$ cat src/rtl/pipelined_itcm.sv
// rtl/pipelined_itcm.sv - Fixed-latency, in-order instruction TCM model with credit flow and flush
// Program memory is a ROM image parameter; pmem_reads_q counts individual lane reads.
module pipelined_itcm #(
   parameter int                      FETCH_WIDTH = 2,
   parameter int                      LATENCY     = 1,
   parameter int                      DEPTH       = 4,
   parameter int                      PMEM_WORDS  = 256,
   parameter logic [32*PMEM_WORDS-1:0] PMEM_IMAGE = '0
) (
   input  logic                      clock,
   input  logic                      reset,
   input  logic                      flush_frontend,
   input  logic                      req_valid,
   output logic                      req_ready,
   input  logic [31:0]               req_addr,
   output logic                      rsp_valid,
   input  logic                      rsp_ready,
   output logic [31:0]               rsp_addr,
   output logic [32*FETCH_WIDTH-1:0] rsp_data,
   output logic [FETCH_WIDTH-1:0]    rsp_mask,
   output logic [31:0]               fetch_count
);

   localparam int DW     = 32 * FETCH_WIDTH;
   localparam int SLOT_W = (FETCH_WIDTH > 1) ? $clog2(FETCH_WIDTH) : 1;
   localparam int PTR_W  = (DEPTH > 1) ? $clog2(DEPTH) : 1;
   localparam int CNT_W  = $clog2(DEPTH + 1);
   localparam int PM_AW  = (PMEM_WORDS > 1) ? $clog2(PMEM_WORDS) : 1;

   logic                 accept;
   logic                 pop;
   logic [31:0]          fill_addr;
   logic [SLOT_W-1:0]    fill_slot;
   logic [DW-1:0]        fill_data;
   logic [FETCH_WIDTH-1:0] fill_mask;
   logic [31:0]          fill_reads;

   logic                 wr_en;
   logic [31:0]          wr_addr;
   logic [DW-1:0]        wr_data;
   logic [FETCH_WIDTH-1:0] wr_mask;

   logic [CNT_W-1:0]     outstanding_q, outstanding_d;
   logic [31:0]          fetch_count_q, fetch_count_d;
   logic [31:0]          pmem_reads_q, pmem_reads_d;

   logic [31:0]          fifo_addr_q [DEPTH];
   logic [31:0]          fifo_addr_d [DEPTH];
   logic [DW-1:0]        fifo_data_q [DEPTH];
   logic [DW-1:0]        fifo_data_d [DEPTH];
   logic [FETCH_WIDTH-1:0] fifo_mask_q [DEPTH];
   logic [FETCH_WIDTH-1:0] fifo_mask_d [DEPTH];
   logic [PTR_W-1:0]     wr_ptr_q, wr_ptr_d;
   logic [PTR_W-1:0]     rd_ptr_q, rd_ptr_d;
   logic [CNT_W-1:0]     fifo_cnt_q, fifo_cnt_d;

   logic                 unused_addr_lsbs;
   assign unused_addr_lsbs = ^req_addr[1:0];

   function automatic logic [PTR_W-1:0] next_ptr(input logic [PTR_W-1:0] p);
      return (p == PTR_W'(DEPTH - 1)) ? '0 : p + PTR_W'(1);
   endfunction

   // Credits cover pipeline plus FIFO, so a pop only frees a slot from the next cycle on.
   assign req_ready = ~reset & (outstanding_q < CNT_W'(DEPTH));
   assign accept    = req_valid & req_ready & ~flush_frontend;
   assign rsp_valid = (fifo_cnt_q != '0);
   assign pop       = rsp_valid & rsp_ready;

   assign rsp_addr    = fifo_addr_q[rd_ptr_q];
   assign rsp_data    = fifo_data_q[rd_ptr_q];
   assign rsp_mask    = fifo_mask_q[rd_ptr_q];
   assign fetch_count = fetch_count_q;

   // Lanes start at the slot within the fetch block and stop at the block end.
   always_comb begin
      fill_addr  = {req_addr[31:2], 2'b00};
      fill_slot  = '0;
      if (FETCH_WIDTH > 1) begin
         fill_slot = fill_addr[SLOT_W+1:2];
      end
      fill_data  = '0;
      fill_mask  = '0;
      fill_reads = '0;
      for (int i = 0; i < FETCH_WIDTH; i++) begin
         if (i < FETCH_WIDTH - int'(fill_slot)) begin
            fill_mask[i]          = 1'b1;
            fill_data[32*i +: 32] = PMEM_IMAGE[32*int'(fill_addr[PM_AW+1:2] + PM_AW'(i)) +: 32];
            fill_reads            = fill_reads + 32'd1;
         end
      end
   end

   generate
      if (LATENCY == 1) begin : g_direct
         assign wr_en   = accept;
         assign wr_addr = fill_addr;
         assign wr_data = fill_data;
         assign wr_mask = fill_mask;
      end else begin : g_pipe
         localparam int N = LATENCY - 1;
         logic [N-1:0]           pipe_vld_q, pipe_vld_d;
         logic [31:0]            pipe_addr_q [N];
         logic [31:0]            pipe_addr_d [N];
         logic [DW-1:0]          pipe_data_q [N];
         logic [DW-1:0]          pipe_data_d [N];
         logic [FETCH_WIDTH-1:0] pipe_mask_q [N];
         logic [FETCH_WIDTH-1:0] pipe_mask_d [N];

         always_comb begin
            pipe_vld_d     = '0;
            pipe_vld_d[0]  = accept;
            pipe_addr_d[0] = fill_addr;
            pipe_data_d[0] = fill_data;
            pipe_mask_d[0] = fill_mask;
            for (int k = 1; k < N; k++) begin
               pipe_vld_d[k]  = pipe_vld_q[k-1];
               pipe_addr_d[k] = pipe_addr_q[k-1];
               pipe_data_d[k] = pipe_data_q[k-1];
               pipe_mask_d[k] = pipe_mask_q[k-1];
            end
            if (flush_frontend) begin
               pipe_vld_d = '0;
            end
         end

         always_ff @(posedge clock) begin
            if (reset) begin
               pipe_vld_q <= '0;
            end else begin
               pipe_vld_q <= pipe_vld_d;
            end
            pipe_addr_q <= pipe_addr_d;
            pipe_data_q <= pipe_data_d;
            pipe_mask_q <= pipe_mask_d;
         end

         assign wr_en   = pipe_vld_q[N-1];
         assign wr_addr = pipe_addr_q[N-1];
         assign wr_data = pipe_data_q[N-1];
         assign wr_mask = pipe_mask_q[N-1];
      end
   endgenerate

   always_comb begin
      fifo_addr_d = fifo_addr_q;
      fifo_data_d = fifo_data_q;
      fifo_mask_d = fifo_mask_q;
      wr_ptr_d    = wr_ptr_q;
      rd_ptr_d    = rd_ptr_q;
      fifo_cnt_d  = fifo_cnt_q;
      if (flush_frontend) begin
         wr_ptr_d   = '0;
         rd_ptr_d   = '0;
         fifo_cnt_d = '0;
      end else begin
         if (wr_en) begin
            fifo_addr_d[wr_ptr_q] = wr_addr;
            fifo_data_d[wr_ptr_q] = wr_data;
            fifo_mask_d[wr_ptr_q] = wr_mask;
            wr_ptr_d              = next_ptr(wr_ptr_q);
         end
         if (pop) begin
            rd_ptr_d = next_ptr(rd_ptr_q);
         end
         fifo_cnt_d = fifo_cnt_q + CNT_W'(wr_en) - CNT_W'(pop);
      end
   end

   always_comb begin
      outstanding_d = flush_frontend ? '0 : outstanding_q + CNT_W'(accept) - CNT_W'(pop);
      fetch_count_d = fetch_count_q + 32'(accept);
      pmem_reads_d  = accept ? pmem_reads_q + fill_reads : pmem_reads_q;
   end

   always_ff @(posedge clock) begin
      if (reset) begin
         for (int i = 0; i < DEPTH; i++) begin
            fifo_addr_q[i] <= '0;
            fifo_data_q[i] <= '0;
            fifo_mask_q[i] <= '0;
         end
         wr_ptr_q      <= '0;
         rd_ptr_q      <= '0;
         fifo_cnt_q    <= '0;
         outstanding_q <= '0;
         fetch_count_q <= '0;
         pmem_reads_q  <= '0;
      end else begin
         fifo_addr_q   <= fifo_addr_d;
         fifo_data_q   <= fifo_data_d;
         fifo_mask_q   <= fifo_mask_d;
         wr_ptr_q      <= wr_ptr_d;
         rd_ptr_q      <= rd_ptr_d;
         fifo_cnt_q    <= fifo_cnt_d;
         outstanding_q <= outstanding_d;
         fetch_count_q <= fetch_count_d;
         pmem_reads_q  <= pmem_reads_d;
      end
   end

endmodule
$ cat config.mk
export PLATFORM = sky130hd
export DESIGN_NAME = pipelined_itcm
export DESIGN_NICKNAME = d
export VERILOG_FILES = /design/src/rtl/pipelined_itcm.sv
export SDC_FILE = /design/constraint.sdc
export NUM_CORES = 1
export LEC_CHECK = 0
export ABC_AREA = 1
export ABC_CLOCK_PERIOD_IN_PS = 2060
export CORE_ASPECT_RATIO = 1.2
export CORE_MARGIN = 2
export CORE_UTILIZATION = 30
export CTS_BUF_LIST = sky130_fd_sc_hd__clkbuf_8
export DETAILED_ROUTE_END_ITERATION = 16
export GPL_TIMING_DRIVEN = 0
export PLACE_DENSITY = 0.51
export SYNTH_ARGS = -nofsm -noshare
export SYNTH_HDL_FRONTEND = slang
export SYNTH_SLANG_ARGS = --single-unit
$ cat constraint.sdc
create_clock -name clock -period 2.06 [get_ports clock]
set_clock_uncertainty 0.1 [all_clocks]
set_input_delay 0.412 -clock clock [delete_from_list [all_inputs] [get_ports clock]]
set_output_delay 0.412 -clock clock [all_outputs]
set_load 0.005 [all_outputs]
==> flow_results.org, run 1 <==
** Yosys
- The synthesized netlist devotes around 17% of its cell area to compound gates.
- In this run, synthesis produced a sequential element count of 170.
- Syn_area_per_cell :: 7.03 sq um
- Proportion of synthesized flip-flops having asynchronous set or reset :: 0%
- Post-synth cell types :: 26
- Xor-xnor portion of the synthesized cell area :: 0.556%
- After Yosys synthesis, and, or, nand and nor cells account for 24.8% of the synthesized area.
- Most used flip-flop cell after synthesis :: dfxtp_1
- Ys Warns :: 0
- After synthesis, the largest family of logic cells by area is simple AND/OR/NAND/NOR gates.
- Summing the sequential cell areas from Yosys gives a little over two fifths of the chip area.
- Synthesis produced a netlist whose cell count is approximately 1100.
- Of the total synthesized cell area, the portion taken by full adders, half adders and majority gates is 2.25%.
- Share of the synthesized area in the top cell type :: 43.2%
- Portion of netlist area occupied by mux cells :: 0%
- Number of enable-type register cells in the synthesized netlist :: 0
- The synthesized netlist occupies a cell area of 7880 sq um.
- By area the synthesized netlist is led by dfxtp_1 43%, nand2_1 15%, a21oi_1 9.4%.
- Cell type with the largest total area after synthesis :: dfxtp_1

** Placed design
- Post-DP HPWL :: 17.3 mm
- Number of buffer cells added on primary ports :: 100
- Instance count after placement with tap cells included :: 1621
- The congestion estimate from routability-driven global placement came to 0.851.
- Timing analysis after detailed placement gives a worst setup slack of -0.903 ns.

** Setup path
- The worst setup path is captured at a primary output.
- In this run the worst path has a maximum fanout of 5.
- Slowest cell on the critical path :: dfxtp_4
- Crit-path max cell delay :: 0.37 ns
- Crit path DAT :: 1.82 ns
- Worst path required time :: 1.55 ns
- Together, buffers and inverters on the worst path number 6.
- Most frequent cell on the critical path :: buf_6
- Kind of critical path :: flop to primary output
- The worst setup path is launched from a flop.
- Critical-path cell list :: buf_6 > inv_4 > buf_6 > buf_12 > clkbuf_16 > nor2_2 > o22ai_2 > buf_2
- Grouping stages by cell kind, the critical path spends the most delay in buffers and inverters.

** Clocking
- Clock buffers created by TritonCTS :: 17
- Clock tree root driver cell :: clkbuf_8
- TritonCTS built the clock tree.
- Count of hold buffers inserted by post-cts repair :: 0
- Clk Latency, worst-skew pair :: 0.46 ns
- Counting along the longest clock path gives a buffer depth of 2.
- Clock slew at reported path FFs :: 0.08 ns
- For this design, the sink count on the clock tree is 170.
- H-tree levels :: 4

** Timing
- For the finished layout, the period the worst path requires is ~2.3 ns.
- In the finished design, the share of the clock period the worst path needs comes to 113%.
- The number of failing hold endpoints at the final stage was 0.
- At the pin with the least slew margin, the transition time is 0.713 ns.
- In the post-route analysis, the smallest setup slack over all paths is -0.270 ns.
- Slew HR :: 52.5%
- Setup violators final :: 33
- Maximum clock rate :: approximately 430 MHz
- In the final timing run, aggregate negative setup slack is -5.91 ns.
- RSZ-0062 raised after global routing :: true
- Hold slack final :: 0.364 ns
- The number of max-slew violations in the final report was 0.

** Global route
- Total track usage :: 17.9%
- For this run the aggregate overflow at the end of global routing stands at 0.
- Entering global routing, the biggest net connects 17 pins.
- The number of global-route vias before repair is 7171.
- The number of antenna violations at the first check in global routing came to 0.
- Wire length of the first global-routing pass :: 39.2 mm

** Die
- Number of top-level pins :: 169
- Chip width :: roughly 150 um
- Floorplan die height :: 182 um
- The core region is 26100 sq um.
- Once the floorplan was initialized, standard cells occupied a little under a third of the core.
- Num rows :: 65
- The die covers 27600 sq um.

** Route
- The final route contains 7594 vias.
- DR iter-0 viols :: ~380
- After detailed routing, the number of vias per cell comes to 4.56.
- In this run the remaining antenna-violating nets after routing total 0.
- Final wirelength :: around 25 mm
- In the routed design, unresolved DRC markers number 0.
- Wirelength per Cell :: 15.0 um
- The first detailed-routing pass ran for 8 iterations.

** Cells and area
- Area grow syn2layout :: 33.2%
- Final net count :: ~1400
- The repair_antennas step left the layout with diodes totalling 0.
- Most common cell after layout, fill and taps aside :: nand2_1
- Most frequent cells in the layout :: 319 x nand2_1, 166 x dfxtp_1, 148 x a21oi_1, 126 x nor2_1, 87 x buf_4
- Cells with a size suffix above 1 make up 20.1% of the layout.
- Number of non-filler instances in the completed layout :: 1666

** Pwr
- Power spread over the standard cell area amounts to 604 nW/um^2.
- VDD sags by at most approximately 360 uV.
- Summed over all cells, the static leakage comes to 4.14 nW.

** Status
- The checks that failed: negative setup slack.
- Status :: complete, but fails checks

** Min path
- Classification of the worst-slack hold path :: flop to flop

** Job
- Max Cap Viol :: 0
## worst paths after layout
| kind | from | end | slack (ns) | cells past startpoint |
|---|---|---|---|---|
| max reg2reg | fifo_cnt_q[2] | fifo_cnt_q[2] | -0.01 | 11 |
| min reg2reg | fifo_addr_q[54] | fifo_addr_q[54] | 0.36 | 2 |
| max | rd_ptr_q[0] | rsp_addr[22] | -0.27 | 8 |
| min | fifo_addr_q[54] | fifo_addr_q[54] | 0.36 | 2 |
## registers in the layout, summed over array words and instances, names as in the netlist
register,cells
fifo_cnt_q,3
fetch_count,32
outstanding_q,3
wr_ptr_q,2
fifo_mask_q,8
fifo_addr_q,120
rd_ptr_q,2
## timing repair
item                                    4_1_cts  5_1_grt
hold endpoints to repair                      0        0
pin swaps                                    29       25
gates resized for setup                     253       46
cloned                                        3        0
buffers inserted                              9        4
endpoints found under the setup margin       62       75
## cells in the mapped netlist, types with 2 or more instances
cell type	n
nand2_2	5
xor2_1	5
inv_2	5
dfxtp_1	170
nor2_2	2
buf_2	14
clkbuf_1	36
inv_1	36
and2_1	3
o21ai_0	73
o21a_1	6
fa_1	2
a211oi_1	2
or2_2	2
nor2_1	148
nand3_1	15
o22ai_1	32
ha_1	11
a21oi_1	148
buf_1	3
buf_4	74
nand2_1	325
## per-stage QoR
stage                     utilization (%)  area (sq um)  power [W]
after global placement               36.6          9550    0.00409
after detailed placement             36.6          9550    0.00409
final                                40.2         10500    0.00634
after CTS                            39.5         10300    0.00638
after global routing                 40.2         10500    0.00663
after floorplan                         -          8130    0.00379
## worst register-to-register path, stage by stage, from the launching register on
cell     delay (ns)
dfxtp_2        0.34
nor2_2         0.12
nand2_2        0.09
nand2_4        0.08
inv_4          0.05
ha_4           0.25
inv_2          0.04
ha_4           0.15
fa_2           0.38
xor2_2         0.19
o21ai_1        0.13
a21oi_1        0.05
## report_power, final
group          internal, W  switching (W)  total, W
combinational     0.000336       0.000391  0.000727
clock              0.00101        0.00126   0.00227
sequential         0.00332      0.0000252   0.00335
total              0.00466        0.00168   0.00634
## routing by layer
| layer | GRT usage [%] | routed length, um | up-vias |
|---|---|---|---|
| li1 | - | - | 3885 |
| met5 | 0 | 0 | - |
| met2 | 31.6 | 12500 | 232 |
| met1 | 21.8 | 10600 | 3453 |
| met4 | 5.05 | 371 | 0 |
| met3 | 4.03 | 1500 | 24 |
## area by class of cell
type	instances	area [sq um]
Fill cell	2815	15600
Clock buffer	19	262
Tap cell	335	419
Multi-Input combinational cell	847	4170
Clock inverter	12	101
Inverter	42	165
Sequential cell	170	3410
Timing Repair Buffer	115	1010
Buffer	126	956
## logic make-up (layout without fill, tap and decap cells)
| logic type | count (synthesis) | in the layout |
|---|---|---|
| AOI/OAI and AO/OA | 261 | 261 |
| xor gates and xnor gates | 5 | 5 |
| adders and majority gates | 13 | 13 |
| buffers and inverters | 169 | 314 |
| DFF | 170 | 170 |
| other | 1 | 66 |
| and+or+nand+nor | 502 | 502 |
(Power assumes the default switching activity.)
==> inputs of run 2 (changes only) <==
- CAP_MARGIN: not set -> 20
==> results of run 2 <==
The final DEF is identical to that of run 1; final timing and power are the same.
